**config.mk**
```make
export PLATFORM = sky130hd
export DESIGN_NAME = instr_prefetch_buffer
export DESIGN_NICKNAME = d
export VERILOG_FILES = /design/src/rtl/fetch_pkg.sv /design/src/rtl/sync_fifo.sv /design/src/rtl/instr_prefetch_buffer.sv
export SDC_FILE = /design/constraint.sdc
export NUM_CORES = 1
export LEC_CHECK = 0
export BUFFER_PORTS_ARGS = -buffer_cell sky130_fd_sc_hd__buf_2
export CAP_MARGIN = 20
export CELL_PAD_IN_SITES_DETAIL_PLACEMENT = 0
export CELL_PAD_IN_SITES_GLOBAL_PLACEMENT = 1
export CORE_MARGIN = 2
export CORE_UTILIZATION = 35
export CTS_BUF_LIST = sky130_fd_sc_hd__clkbuf_8
export DETAILED_ROUTE_END_ITERATION = 16
export HOLD_SLACK_MARGIN = 0.06
export PLACE_DENSITY_LB_ADDON = 0.1
export SETUP_SLACK_MARGIN = 0.2
export SYNTH_ARGS = -nofsm -noshare
export SYNTH_HDL_FRONTEND = slang
export SYNTH_SLANG_ARGS = --single-unit
export TNS_END_PERCENT = 10
```
**constraint.sdc**
```tcl
create_clock -name clk -period 6.7 [get_ports clk]
set_clock_uncertainty 0.2 [all_clocks]
set_input_delay 0.335 -clock clk [delete_from_list [all_inputs] [get_ports clk]]
set_output_delay 0.335 -clock clk [all_outputs]
set_load 0.01 [all_outputs]
```
**src/rtl/fetch_pkg.sv**
```systemverilog
// Shared fetch-side constants and helpers for the instruction prefetch path.
package fetch_pkg;

  localparam logic [31:0] NOP_INSTR        = 32'h0000_0013;
  localparam logic [31:0] DEFAULT_RESET_PC = 32'h0000_0000;

  // Credit counters need headroom above DEPTH so sums never wrap.
  function automatic int cntWidth(input int depth);
    return $clog2(depth + 1) + 1;
  endfunction

endpackage

```
**src/rtl/sync_fifo.sv**
```systemverilog
// In-order FIFO with synchronous clear; head is read straight from the storage array.
// Clear wins over push/pop; a push is honoured when full only if a pop frees a slot that cycle.
module sync_fifo #(
  parameter int DEPTH = 4,
  parameter int WIDTH = 64
) (
  input  logic                         clk,
  input  logic                         rst_n,
  input  logic                         push,
  input  logic [WIDTH-1:0]             pushData,
  input  logic                         pop,
  output logic [WIDTH-1:0]             popData,
  input  logic                         clear,
  output logic                         full,
  output logic                         empty,
  output logic [$clog2(DEPTH+1)-1:0]   count
);

  localparam int AW  = $clog2(DEPTH);
  localparam int CNT = $clog2(DEPTH + 1);

  logic [WIDTH-1:0] mem [DEPTH];
  logic [AW-1:0]    wrPtr;
  logic [AW-1:0]    rdPtr;
  logic             doPush;
  logic             doPop;

  assign empty   = (count == '0);
  assign full    = (count == CNT'(DEPTH));
  assign doPop   = pop && !empty;
  assign doPush  = push && (!full || doPop);
  assign popData = mem[rdPtr];

  always_ff @(posedge clk) begin
    if (rst_n || clear) begin
      wrPtr <= '0;
      rdPtr <= '0;
      count <= '0;
    end else begin
      if (doPush) wrPtr <= wrPtr + 1'b1;
      if (doPop)  rdPtr <= rdPtr + 1'b1;
      count <= count + CNT'(doPush) - CNT'(doPop);
    end
  end

  always_ff @(posedge clk) begin
    if (doPush && !clear && !rst_n) mem[wrPtr] <= pushData;
  end

endmodule

```
**src/rtl/instr_prefetch_buffer.sv**
```systemverilog
// Sequential instruction prefetcher: redirect-to-instr_valid is 3 cycles with 1-cycle memory.
// Issue is credit-limited by buffered + live + stale requests; stall holds the FIFO contents.
module instr_prefetch_buffer
  import fetch_pkg::*;
#(
  parameter int          DEPTH    = 4,
  parameter logic [31:0] RESET_PC = DEFAULT_RESET_PC
) (
  input  logic        clk,
  input  logic        rst_n,
  input  logic        redirect_valid,
  input  logic [31:0] redirect_pc,
  input  logic        stall,
  output logic        instr_valid,
  output logic [31:0] instr,
  output logic [31:0] instr_pc,
  output logic        mem_req_valid,
  output logic [31:0] mem_req_addr,
  input  logic        mem_req_ready,
  input  logic        mem_resp_valid,
  input  logic [31:0] mem_resp_data
);

  localparam int CW  = cntWidth(DEPTH);
  localparam int FCW = $clog2(DEPTH + 1);

  logic [31:0]    fetchPc;
  logic [31:0]    respPc;
  logic [31:0]    redirectAligned;
  logic [CW-1:0]  outstanding;
  logic [CW-1:0]  dropCnt;
  logic [CW:0]    creditUse;
  logic [FCW-1:0] fifoCount;
  logic           fifoEmpty;
  logic           fifoFull;
  logic [63:0]    fifoHead;
  logic           reqFire;
  logic           respLive;
  logic           respDrop;
  logic           doPop;

  assign redirectAligned = redirect_pc & ~32'h3;
  assign creditUse = (CW+1)'(fifoCount) + (CW+1)'(outstanding) + (CW+1)'(dropCnt);

  assign mem_req_valid = !rst_n && !redirect_valid && (creditUse < (CW+1)'(DEPTH));
  assign mem_req_addr  = fetchPc;
  assign reqFire       = mem_req_valid && mem_req_ready;

  assign respDrop = mem_resp_valid && (dropCnt != '0);
  assign respLive = mem_resp_valid && (dropCnt == '0) && (outstanding != '0);

  assign instr_valid = !rst_n && !fifoEmpty;
  assign instr       = instr_valid ? fifoHead[31:0]  : 32'h0;
  assign instr_pc    = instr_valid ? fifoHead[63:32] : 32'h0;
  assign doPop       = instr_valid && !stall && !redirect_valid;

  always_ff @(posedge clk) begin
    if (rst_n) begin
      fetchPc     <= RESET_PC;
      respPc      <= RESET_PC;
      outstanding <= '0;
      dropCnt     <= '0;
    end else if (redirect_valid) begin
      // Whatever is still in flight after this cycle's response becomes stale.
      fetchPc     <= redirectAligned;
      respPc      <= redirectAligned;
      outstanding <= '0;
      dropCnt     <= dropCnt - CW'(respDrop) + outstanding - CW'(respLive);
    end else begin
      if (reqFire)  fetchPc <= fetchPc + 32'd4;
      if (respLive) respPc  <= respPc + 32'd4;
      outstanding <= outstanding + CW'(reqFire) - CW'(respLive);
      dropCnt     <= dropCnt - CW'(respDrop);
    end
  end

  sync_fifo #(
    .DEPTH(DEPTH),
    .WIDTH(64)
  ) uFifo (
    .clk      (clk),
    .rst_n    (rst_n),
    .push     (respLive && !redirect_valid),
    .pushData ({respPc, mem_resp_data}),
    .pop      (doPop),
    .popData  (fifoHead),
    .clear    (redirect_valid),
    .full     (fifoFull),
    .empty    (fifoEmpty),
    .count    (fifoCount)
  );

  respProtocol: assert property (@(posedge clk) disable iff (rst_n)
    !(mem_resp_valid && (outstanding == '0) && (dropCnt == '0)));

  pushNeverFull: assert property (@(posedge clk) disable iff (rst_n)
    !(respLive && fifoFull && !doPop));

endmodule

```
==> impl_metrics.py <==
metrics = {
    "logic_synthesis": {
        "synth_edf_count": 248,
        "synth_area_leader_cell": "edfxtp_1",
        "syn_area_sq_um": 14200,
        "synthAdderAreaFrac_pct": 3.06,
        "yosys_most_used_dff": "edfxtp_1",
        "seq_area_frac_synth_pct": 63.5,
        "synthCells": 966,
        "synthSimpleGateAreaFrac_pct": 12.3,
        "synth_top_area_share_pct": 52.6,
        "ys_types": 65,
        "synth_top_family_by_area": "simple AND/OR/NAND/NOR gates",
        "syn_avg_cell_area_sq_um": 14.7,
        "async_reset_ff_share_pct": 0,
        "ys_top_cells_by_area": "edfxtp_1 53%, dfxtp_1 11%, mux4_2 9.9%, and2_1 3.1%, ha_1 2.2%",
        "ys_ff_latch": 325,
        "yosys_warnings": 0,
        "synthMuxAreaShare_pct": 11.1,
        "synth_compound_area_share_pct": 5.67,
        "synth_xor_area_share_pct": 1.61,
    },
    "routing": {
        "num_vias": 8893,
        "wire_per_inst_um": 19.3,
        "drc": 0,
        "totalWireLength_mm": 34.4,
        "drtIter0Drc": 344,
        "via_per_inst": 4.98,
        "ant_nets": 0,
        "first_pass_iters": 4,
    },
    "timing": {
        "finalSetupTns_ns": 0,
        "tightestPinTransition_ns": 0.983,
        "fmax_ghz": 0.220,
        "slew-limit-headroom_pct": 34.5,
        "finalCritPeriodShare_pct": 67.8,
        "final_hold_viol_count": 0,
        "min_period_ns": 4.54,
        "setup_viol": 0,
        "whs_ns": 0.262,
        "finalMaxSlewViolations": 0,
        "rsz0062_at_grt": "false",
        "fin_ws_ns": 2.16,
    },
    "place": {
        "io_buffers": 161,
        "dp_slack_ns": 2.19,
        "place.gp.congestion": 0.739,
        "place_inst": 1613,
        "dp_hpwl_mm": 21.4,
        "postPlaceCellArea_sq_um": 15500,
    },
    "run_status": {
        "status": "completed",
    },
    "clock_tree": {
        "cts_htree_levels": 2,
        "clk_path_buf_depth": 3,
        "post-cts-setup-buffer-count": 0,
        "cts_buffers": 57,
        "clock_sinks": 325,
        "cts_tree": "yes",
        "path_clk_slew_ns": 0.06,
        "cts-root-buf": "clkbuf_8",
        "clk-insertion-delay-late_ns": 0.63,
    },
    "critical_path": {
        "critPathMaxFanout": 42,
        "crit_required_ns": 7.01,
        "cpMaxStageDelayCell": "fa_1",
        "worstSetupStartpointType": "register",
        "path_buf_inv": 4,
        "crit_top_cell": "fa_1",
        "cpPeakStageDelay_ns": 0.58,
        "arrival_ns": 4.85,
        "path_cells": "fa_1 > nand2_1 > fa_1 > nor3b_1 > and4b_1 > mux2_2 > buf_4 > inv_2 > ha_1 > inv_1 > ha_1 > inv_1 > fa_1 > xor2_1 > nor2_1",
        "crit_type": "register to register",
        "crit_path_end_kind": "register",
        "cp_top_family": "adder cells",
    },
    "cells_and_area": {
        "fin_cells": 1787,
        "layout_commonest_cell": "edfxtp_1",
        "finish.instance_area_sq_um": 17300,
        "nets": 1315,
        "final_util_pct": 43.4,
        "syn_to_final_growth_pct": 22.1,
        "antenna_cells": 0,
        "final_cell_mix": "248 x edfxtp_1, 161 x buf_2, 75 x dfxtp_1, 67 x dlygate4sd3_1, 66 x and2_1",
        "layout-drive-gt1-share_pct": 27.7,
    },
    "die": {
        "die_area_sq_um": 42100,
        "core-area_sq_um": 39800,
        "initial_utilization_pct": 35.5,
        "chipHeight_um": 205,
        "die_w_um": 205,
        "fp-row-count": 73,
        "io_pins": 168,
    },
    "global_routing": {
        "grt-busiest-layer": "met2",
        "overflow": 0,
        "use_met3_pct": 3.02,
        "grt_max_degree": 64,
        "antenna_found_initial": 0,
        "grt_pass1_wl_mm": 52.8,
        "use_met2_pct": 27.0,
        "track_usage_pct": 16.6,
        "gr-usage-met1_pct": 22.4,
        "grt_pass1_vias": 9168,
    },
    "min_path": {
        "hold_path.class": "input port to register",
    },
    "pwr": {
        "power_density_nw_per_um2": 258,
        "vdd_drop_max_uv": 131,
        "total_power_mw": 4.45,
        "leakagePower_nw": 6.23,
    },
    "run": {
        "drv_cap": 0,
    },
}
worst paths after layout:
path | startpoint | to | slack, ns | cells after the start
max | outstanding[1] | outstanding[2] | 2.16 | 15
min | mem_resp_data[24] | uFifo.mem[1][24] | 0.26 | 2
max reg2reg | outstanding[1] | outstanding[2] | 2.16 | 15
min reg2reg | mem_req_addr[31] | mem_req_addr[31] | 0.29 | 1
synth_stat cells, drive strengths merged (12+ instances only):
cell and number:
a211oi 15, buf 23, inv 40, dfxtp 77, nor3 17, mux4 62, or3 15, nand3 35
edfxtp 248, nand4 19, xnor2 19, clkbuf 32, ha 25, nand2 48, nor2 46, and2 71
a32oi 12
per-layer routing:
layer	vias to the layer above	share of wire (%)
met5	-	0
met4	0	2.4
met3	61	4.0
met2	179	46
met1	4410	47
li1	4243	-
sequential cells by signal, summed over array words and instances, names as in the netlist, named ones only:
register / cells
mem_req_addr: 30
uFifo.count: 3
uFifo.rdPtr: 2
uFifo.mem: 248
uFifo.wrPtr: 2
respPc: 30
dropCnt: 4
outstanding: 4
what timing repair did:
| item | in CTS | in global routing |
|---|---|---|
| resized for setup | 0 | 0 |
| hold buffers | 67 | 0 |
| hold endpoints to repair | 196 | 0 |
power breakdown:
| part | leakage [nW] | switching [mW] | internal, mW | total (mW) |
|---|---|---|---|---|
| clock network | 0.619 | 0.823 | 0.953 | 1.78 |
| registers | 2.88 | 0.0695 | 2.21 | 2.28 |
| logic | 2.74 | 0.204 | 0.193 | 0.397 |
| total | 6.23 | 1.10 | 3.36 | 4.45 |
cell families (layout without fill, tap and decap cells):
group / Yosys count / in the layout
compound gates: 105 / 105
xor+xnor: 26 / 26
fa+ha+maj: 31 / 31
buf+inv: 95 / 388
flops: 325 / 325
mux: 78 / 78
other cells: 1 / 4
simple gates: 305 / 305
final cells by class:
type | instances | area, sq um
fillers | 3767 | 22500
flip-flops and latches | 325 | 8990
multi-input cells | 549 | 4800
repair buffers | 241 | 1570
clock buffers | 57 | 785
well taps | 525 | 657
clock inverters | 50 | 323
inverters | 40 | 150
Power figures use the tool's default switching activity.
